[src/rtl/block_seq.sv]
// Purpose : fetch/latch/execute sequencer driving a 1-bit ALU and data memory.
// Latency : 3 cycles per instruction (FETCH, LATCH, EXEC); start to first EXEC = 3 cycles.
// Backpressure: none; start is ignored while busy, stop is acted on only in EXEC.
//
// Ports:
//   clk, rst       clock and synchronous active-low reset
//   start, stop    run request (IDLE/HALT only), halt request (EXEC only)
//   pc_addr        program memory address (ROM is registered: instr_in lags by one cycle)
//   instr_in       program word {opcode, operand}
//   zero_flag      ALU zero flag, sampled during EXEC of JZ/JNZ
//   alu_op, wr_cr  ALU operation select and current-result write enable
//   dm_addr        data memory address (instruction operand)
//   dm_wr_en       data memory write strobe (data comes from the ALU)
//   busy, halted   status: executing / stopped in HALT
module block_seq #(
  parameter int ADDR_WIDTH = 4,
  parameter int OP_WIDTH   = 4
) (
  input  logic                         clk,
  input  logic                         rst,
  input  logic                         start,
  input  logic                         stop,
  output logic [ADDR_WIDTH-1:0]        pc_addr,
  input  logic [OP_WIDTH+ADDR_WIDTH-1:0] instr_in,
  input  logic                         zero_flag,
  output logic [OP_WIDTH-1:0]          alu_op,
  output logic                         wr_cr,
  output logic [ADDR_WIDTH-1:0]        dm_addr,
  output logic                         dm_wr_en,
  output logic                         busy,
  output logic                         halted
);

  localparam logic [OP_WIDTH-1:0] OP_NOP  = OP_WIDTH'(4'h0);
  localparam logic [OP_WIDTH-1:0] OP_LD   = OP_WIDTH'(4'h1);
  localparam logic [OP_WIDTH-1:0] OP_LDN  = OP_WIDTH'(4'h2);
  localparam logic [OP_WIDTH-1:0] OP_AND  = OP_WIDTH'(4'h3);
  localparam logic [OP_WIDTH-1:0] OP_OR   = OP_WIDTH'(4'h4);
  localparam logic [OP_WIDTH-1:0] OP_XOR  = OP_WIDTH'(4'h5);
  localparam logic [OP_WIDTH-1:0] OP_NOT  = OP_WIDTH'(4'h6);
  localparam logic [OP_WIDTH-1:0] OP_ST   = OP_WIDTH'(4'h7);
  localparam logic [OP_WIDTH-1:0] OP_STN  = OP_WIDTH'(4'h8);
  localparam logic [OP_WIDTH-1:0] OP_JMP  = OP_WIDTH'(4'h9);
  localparam logic [OP_WIDTH-1:0] OP_JZ   = OP_WIDTH'(4'hA);
  localparam logic [OP_WIDTH-1:0] OP_JNZ  = OP_WIDTH'(4'hB);
  localparam logic [OP_WIDTH-1:0] OP_HALT = OP_WIDTH'(4'hF);

  typedef enum logic [2:0] {
    S_IDLE,
    S_FETCH,
    S_LATCH,
    S_EXEC,
    S_HALT
  } state_t;

  state_t                        state, state_nxt;
  logic [ADDR_WIDTH-1:0]         pc, pc_nxt;
  logic [OP_WIDTH+ADDR_WIDTH-1:0] ir, ir_nxt;
  logic [OP_WIDTH-1:0]           opcode;
  logic [ADDR_WIDTH-1:0]         operand;
  logic                          jump_taken;

  assign opcode  = ir[OP_WIDTH+ADDR_WIDTH-1 -: OP_WIDTH];
  assign operand = ir[ADDR_WIDTH-1:0];

  assign pc_addr = pc;
  assign dm_addr = operand;
  assign busy    = (state == S_FETCH) || (state == S_LATCH) || (state == S_EXEC);
  assign halted  = (state == S_HALT);

  always_ff @(posedge clk) begin
    if (!rst) begin
      state <= S_IDLE;
      pc    <= '0;
      ir    <= '0;
    end else begin
      state <= state_nxt;
      pc    <= pc_nxt;
      ir    <= ir_nxt;
    end
  end

  always_comb begin
    state_nxt  = state;
    pc_nxt     = pc;
    ir_nxt     = ir;
    alu_op     = OP_ST;   // ST leaves the ALU result register untouched
    wr_cr      = 1'b0;
    dm_wr_en   = 1'b0;
    jump_taken = 1'b0;

    case (state)
      S_IDLE, S_HALT: begin
        if (start) begin
          state_nxt = S_FETCH;
          pc_nxt    = '0;
        end
      end

      S_FETCH: state_nxt = S_LATCH;

      S_LATCH: begin
        // ROM output for pc is valid now, one cycle after FETCH presented it
        ir_nxt    = instr_in;
        state_nxt = S_EXEC;
      end

      S_EXEC: begin
        case (opcode)
          OP_LD, OP_LDN, OP_AND, OP_OR, OP_XOR, OP_NOT: begin
            alu_op = opcode;
            wr_cr  = 1'b1;
          end
          OP_ST, OP_STN: begin
            alu_op   = opcode;
            dm_wr_en = 1'b1;
          end
          OP_JMP:  jump_taken = 1'b1;
          OP_JZ:   jump_taken = zero_flag;
          OP_JNZ:  jump_taken = !zero_flag;
          default: jump_taken = 1'b0;   // NOP, HALT and unused opcodes
        endcase

        pc_nxt = jump_taken ? operand : pc + ADDR_WIDTH'(1);

        if (opcode == OP_HALT) begin
          // HALT leaves pc pointing at itself
          state_nxt = S_HALT;
          pc_nxt    = pc;
        end else if (stop) begin
          state_nxt = S_HALT;
        end else begin
          state_nxt = S_FETCH;
        end
      end

      default: state_nxt = S_IDLE;
    endcase

    // A reset arriving mid-EXEC must not let a write strobe escape
    if (!rst) begin
      alu_op   = OP_ST;
      wr_cr    = 1'b0;
      dm_wr_en = 1'b0;
    end
  end

  // NOP has no action of its own; keep the name referenced for readers
  logic unused_nop;
  assign unused_nop = (opcode == OP_NOP);

endmodule

[config.mk]
export PLATFORM = sky130hd
export DESIGN_NAME = block_seq
export DESIGN_NICKNAME = d
export VERILOG_FILES = /design/src/rtl/block_seq.sv
export SDC_FILE = /design/constraint.sdc
export NUM_CORES = 1
export LEC_CHECK = 0
export CAP_MARGIN = 10
export CELL_PAD_IN_SITES_DETAIL_PLACEMENT = 0
export CELL_PAD_IN_SITES_GLOBAL_PLACEMENT = 2
export CORE_UTILIZATION = 34
export CTS_CLUSTER_DIAMETER = 30
export CTS_CLUSTER_SIZE = 24
export DETAILED_ROUTE_END_ITERATION = 10
export DONT_BUFFER_PORTS = 1
export PLACE_DENSITY = 0.71
export SYNTH_ARGS = -nofsm -noshare
export SYNTH_HDL_FRONTEND = slang
export SYNTH_SLANG_ARGS = --single-unit
[constraint.sdc]
create_clock -name clk -period 1.6 [get_ports clk]
set_input_delay 0.08 -clock clk [delete_from_list [all_inputs] [get_ports clk]]
set_output_delay 0.08 -clock clk [all_outputs]
set_load 0.03 [all_outputs]
Word-level counts from Yosys, hierarchy flattened
Cells that the tools add are included.
{"block": "classes", "muxes": 19, "n_addsub": 1, "n_eq_ne": 18, "n_reduce_logical": 10}
{"op": "$mux W4", "n": 6}
{"op": "$eq A4 B4 Y1 const B", "n": 5}
{"op": "$eq A4 B3 Y1 const B", "n": 4}
{"op": "$pmux W3 S4", "n": 1}
{"op": "$mux W3", "n": 3}
{"op": "$eq A4 B2 Y1 const B", "n": 2}
{"op": "$pmux W4 S2", "n": 1}
{"op": "$reduce_or A8 Y1", "n": 1}
{"op": "$mux W1", "n": 7}
{"op": "$eq A3 B2 Y1 const B", "n": 2}
{"op": "$reduce_or A6 Y1", "n": 1}
{"op": "$add A4 B1 Y4 const B", "n": 1}
{"op": "$eq A4 B1 Y1 const B", "n": 1}
{"op": "$ne A2 B2 Y1 const B", "n": 2}
{"op": "$reduce_or A2 Y1", "n": 2}
{"op": "$eq A3 B1 Y1 const B", "n": 1}
{"op": "$eq A3 B3 Y1 const B", "n": 1}
{"op": "$logic_not A3 Y1", "n": 1}
{"op": "$pmux W1 S3", "n": 1}
{"op": "$reduce_and A3 Y1", "n": 1}
{"op": "$logic_or A1 B1 Y1", "n": 2}
{"op": "$reduce_bool A2 Y1", "n": 1}
{"op": "$logic_not A1 Y1", "n": 1}
{"block": "totals", "register_bits": 15, "out_inout_bits": 16, "in_bits": 13}

Logic depth before layout (Yosys ltp)
Gate-level depths: netlist (run 1).
{"block": "depth", "ltp_word": 6, "ltp_mapped": 5, "ltp_nobuf": 4}

Worst setup path before layout (run 1)
OpenSTA, ideal clock, no wires.
{"block": "synth_path", "path_kind": "register to output", "from": "register state[0]", "to": "output wr_cr", "arrival_time_ps": 1710, "path_stages_with_launch": 4, "setup_slack_ps": -190, "cell_sequence": "dfxtp_1 -> buf_4 -> nand4b_2 -> nor4b_1"}
{"block": "synth_via", "elab_chain_cells": 3}
{"element": "from (decl)", "line_no": "56", "text": "state_t state, state_nxt;"}
{"element": "from (signal assigned)", "line_no": "77", "text": "state <= state_nxt;"}
{"element": "$eq A3 B2 Y1", "line_no": "92", "text": "case (state)"}
{"element": "$mux W1", "line_no": "92"}
{"element": "$mux W1", "line_no": "141", "text": "if (!rst) begin"}
{"element": "to (decl)", "line_no": "27", "text": "output logic wr_cr,"}
Every way passes these cells.

Worst setup path after layout (run 1)
{"block": "layout_path", "from": "register ir[7]", "to": "output dm_wr_en"}
{"block": "layout_via", "elab_chain_cells": 5, "elab_cells_between_ends": 6}
{"element": "from (decl)", "line_no": "58", "text": "logic [OP_WIDTH+ADDR_WIDTH-1:0] ir, ir_nxt;"}
{"element": "from (signal assigned)", "line_no": "79", "text": "ir <= ir_nxt;"}
{"element": "$eq A4 B3 Y1 or $eq A4 B4 Y1 (tied branches)", "line_no": "109", "text": "case (opcode)"}
{"element": "$reduce_or A2 Y1 (*)"}
{"element": "$mux W1 (*)", "line_no": "109"}
{"element": "$mux W1 (*)", "line_no": "92"}
{"element": "$mux W1 (*)", "line_no": "141"}
{"element": "to (decl)", "line_no": "29", "text": "output logic dm_wr_en,"}
Mark *: on every way between the ends. The rest lies on a longest branch, timed or not.

==> results.md, run 1 <==
- By startpoint and endpoint, the worst setup path is classified as flop to primary output.
- The floorplan has 18 rows.
- At the later pin of the worst-skew pair, clock insertion delay measures 280 ps.
- Clock tree synthesis selected as its root buffer the cell clkbuf_4.
- The post-synthesis register bit count is 15.
- The routed via count divided by cell count is a little over 5.
- The clock-pin slew of the registers on the worst-case setup and hold paths is 100 ps.
- The combinational share of power is 29.0%.
- The post-layout minimum cycle time is around 1500 ps.
- The flow ran to the end, and the final reports show no timing, DRC or antenna violations.
- The initial core utilization is 36.01%.
- The required arrival time at the worst endpoint is 1520 ps.
- The number of cells on the worst hold path is 2.
- The total number of vias is 753.
- The worst path arrival time is roughly 1400 ps.
- The post-synthesis sequential area ratio is 33.66%.
- Summing every instance area after synthesis gives 892.1 sq um.
- The final routed DRC violation total is 0.
- Internal power comes to 0.6455 mW.
- Detailed placement finished with a half-perimeter wire length of 1369 um.
- The deepest clock path buffer count is 2.
- The number of antenna violations at the first check in global routing was 0.
- The first global-routing pass estimated about 2900 um of wire.
- Cells fill 44.24% of the core in the end.
- The pre-antenna-repair detailed-routing pass consisted of 3 iterations.
- In this run the tool buffered the top-level ports with 0 buffer cells.
- The proportion of synthesized flip-flops having asynchronous set or reset is 0%.
- The power density over cell area is 925.5 nW/um^2.
- After routing the design area is 1096 sq um.
- The area of placed instances is 935.9 sq um.
- In the layout the commonest cells are 10 x nor2_1, 10 x nand2_1, 10 x dlygate4sd3_1, 10 x dfxtp_1.
- The highest achievable clock rate is 675.2 MHz.
- After detailed routing, the average wire length per cell comes to 12.84 um.
- The total net switching power is 0.3689 mW.
- The overall die width is between 50 and 60 um.
- Setup repair after global routing left no endpoint under its margin.
- The fraction of layout cells with a size suffix above 1 is between 20 and 25%.
- In this run, the number of DRC markers left after iteration 0 of detailed routing was 11.
- The Yosys step of the flow raised 0 warnings.
- Net switching is 36.36% of the power.
- The worst setup path is launched from a flop.
- The antenna diode count is 0.
- The final RePlAce weighted congestion is 0.7070.
- The setup slack on the worst flop-to-flop path is 230 ps.
- The part of the cycle the worst path needs is 92.56%.
- The relative slew slack is 73.01%.
- Pin placement for this block handled 29 I/O pins.
- Relative to the synthesized area, the layout overhead comes to 22.86%.
- Across the routed clock network, the largest skew measured is 6.564 ps.
- The average cell area after synthesis is 8.661 sq um.
- The min-delay analysis places its worst path in the category primary input to flop.
- In the synthesized netlist the dominant register cell turns out to be dfxtp_1.
- The die covers around 2800 sq um.
- Across the VDD grid, the largest voltage drop is 0.4796 mV.
- After routing, the total negative slack on setup checks comes to 0 ps.
- The transition time of the tightest slew-check pin is 404.2 ps.
- The total wire length after detailed routing is 1888 um.
- STA classifies the critical path endpoint as a primary output.
- Clock tree synthesis inserted a total of 3 buffers.
- For this run, the post-layout net count is 132.
- Summed over all cells, the static leakage comes to 0.4361 nW.
- The number of sinks handled by clock tree synthesis is 15.
- Yosys mapped a number of flops with a built-in enable equal to 0.
- The post-synth net total is 117.
- The hold violation total from the final report came to 0.
- CTS built an H-tree with a depth of 1.
- The CTS tree is built.
- The tool flagged a number of max-cap violations equal to 0.
- The final count of negative-setup-slack endpoints is 0.
- Buffers added to address setup during post-CTS repair amount to 0.
- After global routing the overflow that remains totals 0.
- In the global route stage, overall resource usage came out at 14.46%.
- The clock power share is 21.3%.
- The non-filler instance count after layout is 147.
- The floorplan step set the die height to 53.23 um.
- The post-synthesis instance total is 103.
- The number of routed nets with antenna violations is 0.
- The maximum fanout along the worst path is 8.
- Including well taps, the total number of placed cells is 133.
- Final hold analysis gives a worst-case slack of 33.58 ps.
- The maximum number of pins on one net before global-route repair is 12.
- The number of cell instances on the worst register-to-register path is 4.
- The share of total power dissipated in sequential elements is about half.
- The final-layout fill cell count is 269.
- The total core area is 2477 sq um.
- The unique cell type count in the Yosys netlist is 37.
- The final number of max-transition violations is 0.
- The via count of the first global-routing pass came to 680.
final timing paths:
kind,from,end
worst max-delay path,ir[7],dm_wr_en
worst min-delay path,start,state[2]
worst max register to register,ir[6],pc_addr[3]
worst min register to register,state[2],state[1]
state kept, by name, indices dropped and copies added (netlist names):
| register | cells |
|---|---|
| state | 3 |
| ir | 8 |
| pc_addr | 4 |
metal layers:
metal  part of all wire, %  global-route usage (%)  vias up
li1                      -                       -      383
met1                    45                   17.67      350
met2                    49                   23.33       18
met3                   5.3                   3.736        2
met4                  0.53                   6.579        0
met5                     0                       0        -
stage by stage:
step,worst slack (ps),total power [mW]
floorplan,217.9,0.7298
global placement,247.8,0.7671
detailed placement,234.4,0.7721
CTS,4.538,1.019
global route,21.77,1.076
finish,119.0,1.014
area by class of cell:
| type | instances | area [sq um] | share of cell area, % |
|---|---|---|---|
| timing repair buffer | 17 | 152.6 | 13.93 |
| tap | 30 | 37.54 | 3.425 |
| multi-input combinational | 78 | 560.5 | 51.14 |
| inverter | 3 | 11.26 | 1.027 |
| clock inverter | 1 | 5.005 | 0.4566 |
| clock buffer | 3 | 22.52 | 2.055 |
| sequential | 15 | 306.5 | 27.97 |
critical path, cell delays in order, from the launching register on:
cell and delay (ps):
dfxtp_2 430, nor2b_2 240, nand2_1 90, o21a_1 110, nor2_1 80, buf_4 160
power groups by stage:
stage	clock network (mW)	registers [mW]	logic [mW]
after floorplan	0	0.457	0.272
final	0.216	0.504	0.294
after detailed placement	0	0.503	0.269
after global routing	0.241	0.511	0.325
after CTS	0.227	0.498	0.295
after global placement	0	0.502	0.265
kinds of logic (layout without fill, tap and decap cells):
kind of cell	after synthesis	count (layout)	share of synthesized area, %
compound gates	21	21	17.67
xor+xnor	4	4	3.928
fa+ha+maj	1	1	1.402
buf+inv	10	24	7.153
flops	15	15	33.66
mux	7	7	7.854
simple gates	45	45	28.33
cell usage after synthesis (2+ instances only):
master	number	area share [%]
o22ai_1	2	1.4
nor3_1	2	1.1
nand2_1	10	4.2
xor2_1	3	2.9
buf_4	5	4.2
nand3_1	2	1.1
a21boi_0	4	3.4
o21a_1	2	1.7
or3_1	3	2.1
nor2_1	10	4.2
nor2b_1	7	4.9
mux2i_1	7	7.9
inv_1	3	1.3
o21ai_1	2	1.1
o21ai_0	4	2.2
dfxtp_1	15	34
o211ai_1	2	1.7
timing repair:
action / CTS / global route
endpoints found under the setup margin: 5 / 5
resized for setup: 6 / 4
hold buffers: 9 / 1
hold endpoints to repair: 11 / 1
Power figures use the tool's default switching activity.
==> run 2: changes to the inputs <==
--- a/config.mk
+++ b/config.mk
@@ -14,6 +14,7 @@
 export DETAILED_ROUTE_END_ITERATION = 10
 export DONT_BUFFER_PORTS = 1
 export PLACE_DENSITY = 0.71
+export RECOVER_POWER = 25
 export SYNTH_ARGS = -nofsm -noshare
 export SYNTH_HDL_FRONTEND = slang
 export SYNTH_SLANG_ARGS = --single-unit
==> run 2 against run 1 <==
Effect of this change:
- cell area down 0.69%
- sequential power about the same
- sequential cell count is the same
- count of clock-buffer cells in the layout stayed put
==> results.md, run 2 (same netlist as run 1, synthesis figures left out) <==
- The number of antenna violations at the first check in global routing was 0 (unchanged).
- The maximum ir drop on the vdd rail is 0.4796 mV (about the same).
- The maximum number of pins on one net before global-route repair is 12 (unchanged).
- The setup TNS after final layout was 0 ps (unchanged).
- The smallest setup slack after layout was 119.3 ps (+0.2250 ps).
- The clock network latency to the later pin of the worst-skew pair came to 280 ps (about the same).
- The final number of max-transition violations came to 0 (unchanged).
- The final routed DRC violation total came to 0 (unchanged).
- The highest achievable clock rate is 675.3 MHz (about the same).
- The non-filler instance count after layout came to 147 (unchanged).
- The die outline area is 2833 sq um (unchanged).
- The post-layout instance area is 1089 sq um (-0.69%).
- The flip-flop and latch area is 306.5 sq um (unchanged).
- The I/O pin count came to 29 (unchanged).
- The worst slack on hold paths is 33.80 ps (+0.2251 ps).
- The post-CTS setup buffer count is 0 (unchanged).
- TritonCTS built the clock tree.
- The fraction of layout cells with a size suffix above 1 is 20.51% (-1.7 points).
- The total wire length after detailed routing came to 1882 um (-0.32%).
- The overall die width is 53.23 um (unchanged).
- The signal on the critical path passes through nor2b_2 -> nand2_1 -> o21a_1 -> nor2_1 -> buf_4.
- The hold violation total from the final report is 0 (unchanged).
- The global route total overflow is 0 (unchanged).
- The multi-input combinational cell area came to 560.5 sq um (unchanged).
- The part of the cycle the worst path needs is 92.55% (about the same).
- The antenna diode count is 0 (unchanged).
- The half-perimeter wire length after placement is 1369 um (unchanged).
- The final worst clock skew was 6.566 ps (+0.001640 ps).
- The total routing usage reported by global routing was 14.46% (unchanged).
- The synthesis-to-finish area growth is 22.02%.
- The number of design-rule violations left by the first detailed-router iteration was 11 (unchanged).
- The total core area was 2477 sq um (unchanged).
- The final-layout fill cell count is 273 (+1.5%).
- The clock-pin slew of the registers on the worst-case setup and hold paths came to 100 ps (about the same).
- The detail-routed net length per standard cell was 12.80 um (-0.32%).
- The max-capacitance violation count is 0 (unchanged).
- The final design utilization is 43.94% (-0.30 points).
- The register with the highest flop count is ir.
- The master of the slowest instance on the critical path is dfxtp_2.
- The family with the most delay on the worst path is flip-flops.
- The number of CTS-inserted buffers was 3 (unchanged).
- The H-tree depth reported by CTS is 1 (unchanged).
- The maximum fanout along the worst path came to 8 (unchanged).
- The number of sinks handled by clock tree synthesis is 15 (unchanged).
- The area of placed instances came to 935.9 sq um (unchanged).
- The leakage dissipation was 0.4275 nW (-2.0%).
- The number of placement rows came to 18 (unchanged).
- The final RePlAce weighted congestion is 0.7070 (unchanged).
- The transition time of the tightest slew-check pin is 489.9 ps (+85.64 ps).
- The via count of the first global-routing pass is 680 (unchanged).
- The class of the worst hold path is primary input to flop.
- The sort of element at the start of the critical path is a flop.
- The wire length of the first global-routing pass came to 2946 um (unchanged).
- The routed via count divided by cell count is 5.136 (+0.27%).
- Setup repair after global routing left no endpoint under its margin.
- The largest stage delay on the critical path is 430 ps (about the same).
- The post-layout minimum cycle time is 1481 ps (-0.2250 ps).
- The worst path arrival time is 1400 ps (about the same).
- Leaving out fill and tap cells, the most frequent cells in the layout are 10 x nor2_1, 10 x nand2_1, 10 x dlygate4sd3_1, 10 x dfxtp_1, 7 x mux2i_1.
- The kind of end point of the critical path is a primary output.
- The relative slew slack is 67.34% (-5.7 points).
- The total number of vias is 755 (+0.27%).
- The number of buffers and inverters on the critical path is 1 (unchanged).
- The number of nets in the layout was 132 (unchanged).
- The power density over cell area is 930.2 nW/um^2 (+0.51%).
- The total iterations of the first detailed-routing run is 3 (unchanged).
- The total chip power was 1.013 mW (-0.18%).
- The required arrival time at the worst endpoint was 1520 ps (about the same).
- The flip-flop count of the largest register, all copies and words added is 8 (unchanged).
- The run finished with clean final reports.
- The root buffer cell is clkbuf_4.
- The setup slack at placement is 234.4 ps (unchanged).
- The instance count after placement with tap cells included is 133 (unchanged).
- By startpoint and endpoint, the worst setup path is classified as flop to primary output.
- The number of routed nets with antenna violations was 0 (unchanged).
- The final count of negative-setup-slack endpoints is 0 (unchanged).
- The number of buffer cells added on primary ports is 0 (unchanged).
- The deepest clock path buffer count is 2 (unchanged).
- The initial core utilization came to 36.01% (unchanged).
- The die height is 53.23 um (unchanged).
## run 2: final timing paths
kind	startpoint	to	slack, ps	cells past startpoint
max	ir[7]	dm_wr_en	120	5
min	start	state[2]	30	2
max reg2reg	ir[6]	pc_addr[3]	230	4
min reg2reg	state[2]	state[1]	520	1
## run 2: report_power, final
| group | internal [mW] | total, mW | switching (mW) |
|---|---|---|---|
| clock network | 0.0927 | 0.216 | 0.123 |
| registers | 0.416 | 0.504 | 0.0879 |
| logic | 0.135 | 0.293 | 0.158 |
## run 2: timing repair
action / in CTS / in global routing
resized for setup: 6 / 4
hold buffers: 9 / 1
endpoints found under the setup margin: 5 / 5
endpoints found under the hold margin: 11 / 1
## run 2: layer usage
layer	global-route usage [%]	vias up	part of all wire [%]
li1	-	383	-
met2	23.33	18	49
met1	17.67	352	45
met4	6.579	0	0.53
met3	3.736	2	5.4
met5	0	-	0
## run 2: worst reg2reg max path, delay by kind of cell (launching register included)
family / cells / cell delay, ps
and+or+nand+nor: 2 / 470
AOI/OAI and AO/OA: 2 / 300
DFF: 1 / 480
## run 2: layout make-up
| type | count | share of cell area [%] |
|---|---|---|
| clock buffers | 3 | 2.069 |
| repair buffers | 17 | 13.33 |
| flip-flops and latches | 15 | 28.16 |
| multi-input cells | 78 | 51.49 |
| well taps | 30 | 3.448 |
| clock inverters | 1 | 0.4598 |
| inverters | 3 | 1.034 |
==> run 3: changes to the inputs <==
--- a/config.mk
+++ b/config.mk
@@ -8,13 +8,13 @@
 export CAP_MARGIN = 10
 export CELL_PAD_IN_SITES_DETAIL_PLACEMENT = 0
 export CELL_PAD_IN_SITES_GLOBAL_PLACEMENT = 2
+export CORE_MARGIN = 2
 export CORE_UTILIZATION = 34
 export CTS_CLUSTER_DIAMETER = 30
 export CTS_CLUSTER_SIZE = 24
 export DETAILED_ROUTE_END_ITERATION = 10
 export DONT_BUFFER_PORTS = 1
 export PLACE_DENSITY = 0.71
-export RECOVER_POWER = 25
 export SYNTH_ARGS = -nofsm -noshare
 export SYNTH_HDL_FRONTEND = slang
 export SYNTH_SLANG_ARGS = --single-unit
==> run 3 against run 2 <==
Effect of this change:
- cell area shrank 0.80%
- clock power grew 4%
- critical path depth shrank 2
- fmax shrank 0.83%
- critical endpoint is now alu_op[2]
==> results.md, run 3 (same netlist as run 1, synthesis figures left out) <==
- The post-CTS setup buffer count is 0 (unchanged).
- The number of placement rows is 18 (unchanged).
- Counting flops per register, the top entry is ir.
- The die height is 55.23 um (+3.8%).
- The total number of vias was 736 (-2.5%).
- The power density over cell area is 941.4 nW/um^2 (+1.2%).
- The total routing usage reported by global routing came to 13.18% (-1.3 points).
- The number of nets in the layout is 131 (-0.76%).
- The total core area is 2477 sq um (unchanged).
- The wire length of the first global-routing pass is 3180 um (+7.9%).
- The flip-flop count of the largest register, all copies and words added is 8 (unchanged).
- The number of antenna violations at the first check in global routing is 0 (unchanged).
- The overall die width came to 55.23 um (+3.8%).
- The fraction of layout cells with a size suffix above 1 was 20.69% (+0.18 points).
- The via count of the first global-routing pass is 686 (+0.88%).
- In the layout the commonest cells are 10 x nor2_1, 10 x nand2_1, 10 x dfxtp_1, 9 x dlygate4sd3_1.
- The smallest setup slack after layout came to 106.9 ps (-12.39 ps).
- The total wire length after detailed routing came to 1905 um (+1.2%).
- The post-layout minimum cycle time is 1493 ps (+12.39 ps).
- The half-perimeter wire length after placement is 1380 um (+0.82%).
- The deepest clock path buffer count is 2 (unchanged).
- The final RePlAce weighted congestion came to 0.7154 (+1.2%).
- The CTS tree is built.
- The number of design-rule violations left by the first detailed-router iteration is 8 (-3).
- The hold violation total from the final report is 0 (unchanged).
- The number of CTS-inserted buffers is 3 (unchanged).
- The highest achievable clock rate is 669.7 MHz (-0.83%).
- Setup repair after global routing left no endpoint under its margin.
- The final count of negative-setup-slack endpoints is 0 (unchanged).
- The total chip power is 1.017 mW (+0.39%).
- The maximum fanout along the worst path is 9 (+1).
- The part of the cycle the worst path needs is 93.32% (+0.77 points).
- The antenna diode count is 0 (unchanged).
- The detail-routed net length per standard cell came to 13.05 um (+1.9%).
- The die outline area is 3050 sq um (+7.7%).
- The final worst clock skew was 2.866 ps (-3.700 ps).
- The leakage dissipation is 0.4273 nW (about the same).
- The final routed DRC violation total is 0 (unchanged).
- The worst setup path is of the flop to primary output kind.
- The routed via count divided by cell count came to 5.041 (-1.8%).
- The worst setup path is launched from a flop.
- The number of routed nets with antenna violations is 0 (unchanged).
- The number of buffer cells added on primary ports is 0 (unchanged).
- The maximum ir drop on the vdd rail came to 0.4931 mV (+2.8%).
- The maximum number of pins on one net before global-route repair came to 12 (unchanged).
- The initial core utilization was 36.01% (unchanged).
- The I/O pin count came to 29 (unchanged).
- The clock-pin slew of the registers on the worst-case setup and hold paths came to 90 ps (about the same).
- The class of the worst hold path is primary input to flop.
- The transition time of the tightest slew-check pin is 409.7 ps (-80.14 ps).
- The instance count after placement with tap cells included was 133 (unchanged).
- The global route total overflow is 0 (unchanged).
- The worst path arrival time came to 1410 ps (about the same).
- The root buffer cell is clkbuf_4.
- The H-tree depth reported by CTS is 1 (unchanged).
- The flow ran to the end, and the final reports show no timing, DRC or antenna violations.
- The clock network latency to the later pin of the worst-skew pair is 290 ps (about the same).
- The max-capacitance violation count is 0 (unchanged).
- The required arrival time at the worst endpoint was 1520 ps (about the same).
- The relative slew slack is 72.65% (+5.3 points).
- The total iterations of the first detailed-routing run was 3 (unchanged).
- The non-filler instance count after layout is 146 (-0.68%).
- The number of sinks handled by clock tree synthesis is 15 (unchanged).
- The synthesis-to-finish area growth is 21.04%.
- The setup slack at placement is 235.8 ps (+1.432 ps).
- The final number of max-transition violations is 0 (unchanged).
- The worst setup path is captured at a primary output.
[run 3: metrics by stage]
stage / area (sq um) / hold slack [ps] / util [%] / setup TNS, ps
4_1_cts: 1054 / 12.79 / 42.53 / -149.2
2_1_floorplan: 898.4 / 224.9 / - / 0
3_5_place_dp: 935.9 / 205.2 / 37.78 / 0
5_1_grt: 1080 / 15.82 / 43.59 / 0
6_report: 1080 / 11.15 / 43.59 / 0
3_3_place_gp: 935.9 / 199.9 / 37.78 / 0
[run 3: routing by layer]
metal	routed length (um)	vias up	track usage (%)
li1	-	387	-
met1	886	326	17.37
met2	884	19	19.39
met3	112	4	4.215
met4	21	0	6.272
met5	0	-	0
[run 3: worst max-delay path, stage by stage (launching register included)]
cell	delay, ps
dfxtp_2	410
nor2_1	80
xor2_1	130
or3_1	500
[run 3: power by group]
group	internal, mW	leakage (nW)	total, mW	switching [mW]
sequential	0.416	0.124	0.502	0.0862
combinational	0.135	0.288	0.290	0.155
clock	0.0969	0.0150	0.224	0.127
[run 3: what timing repair did]
action | CTS | global route
resized for setup | 1 | 8
endpoints found under the hold margin | 11 | 0
hold buffers | 9 | 0
endpoints found under the setup margin | 4 | 5
pin swaps | 0 | 0
[run 3: area by class of cell]
| class | instances | area [sq um] |
|---|---|---|
| tap | 30 | 37.54 |
| inverter | 3 | 11.26 |
| timing repair buffer | 16 | 142.6 |
| sequential | 15 | 306.5 |
| fill | 256 | 1398 |
| multi-input combinational | 78 | 555.5 |
| clock buffer | 4 | 26.28 |
[run 3: path summary, 6_finish.rpt]
path / to / cells after the start / slack (ps) / from
setup / recovery: alu_op[2] / 3 / 110 / ir[5]
hold / removal: state[0] / 2 / 10 / stop
setup reg to reg: pc_addr[3] / 4 / 270 / ir[6]
hold reg to reg: state[1] / 1 / 510 / state[2]
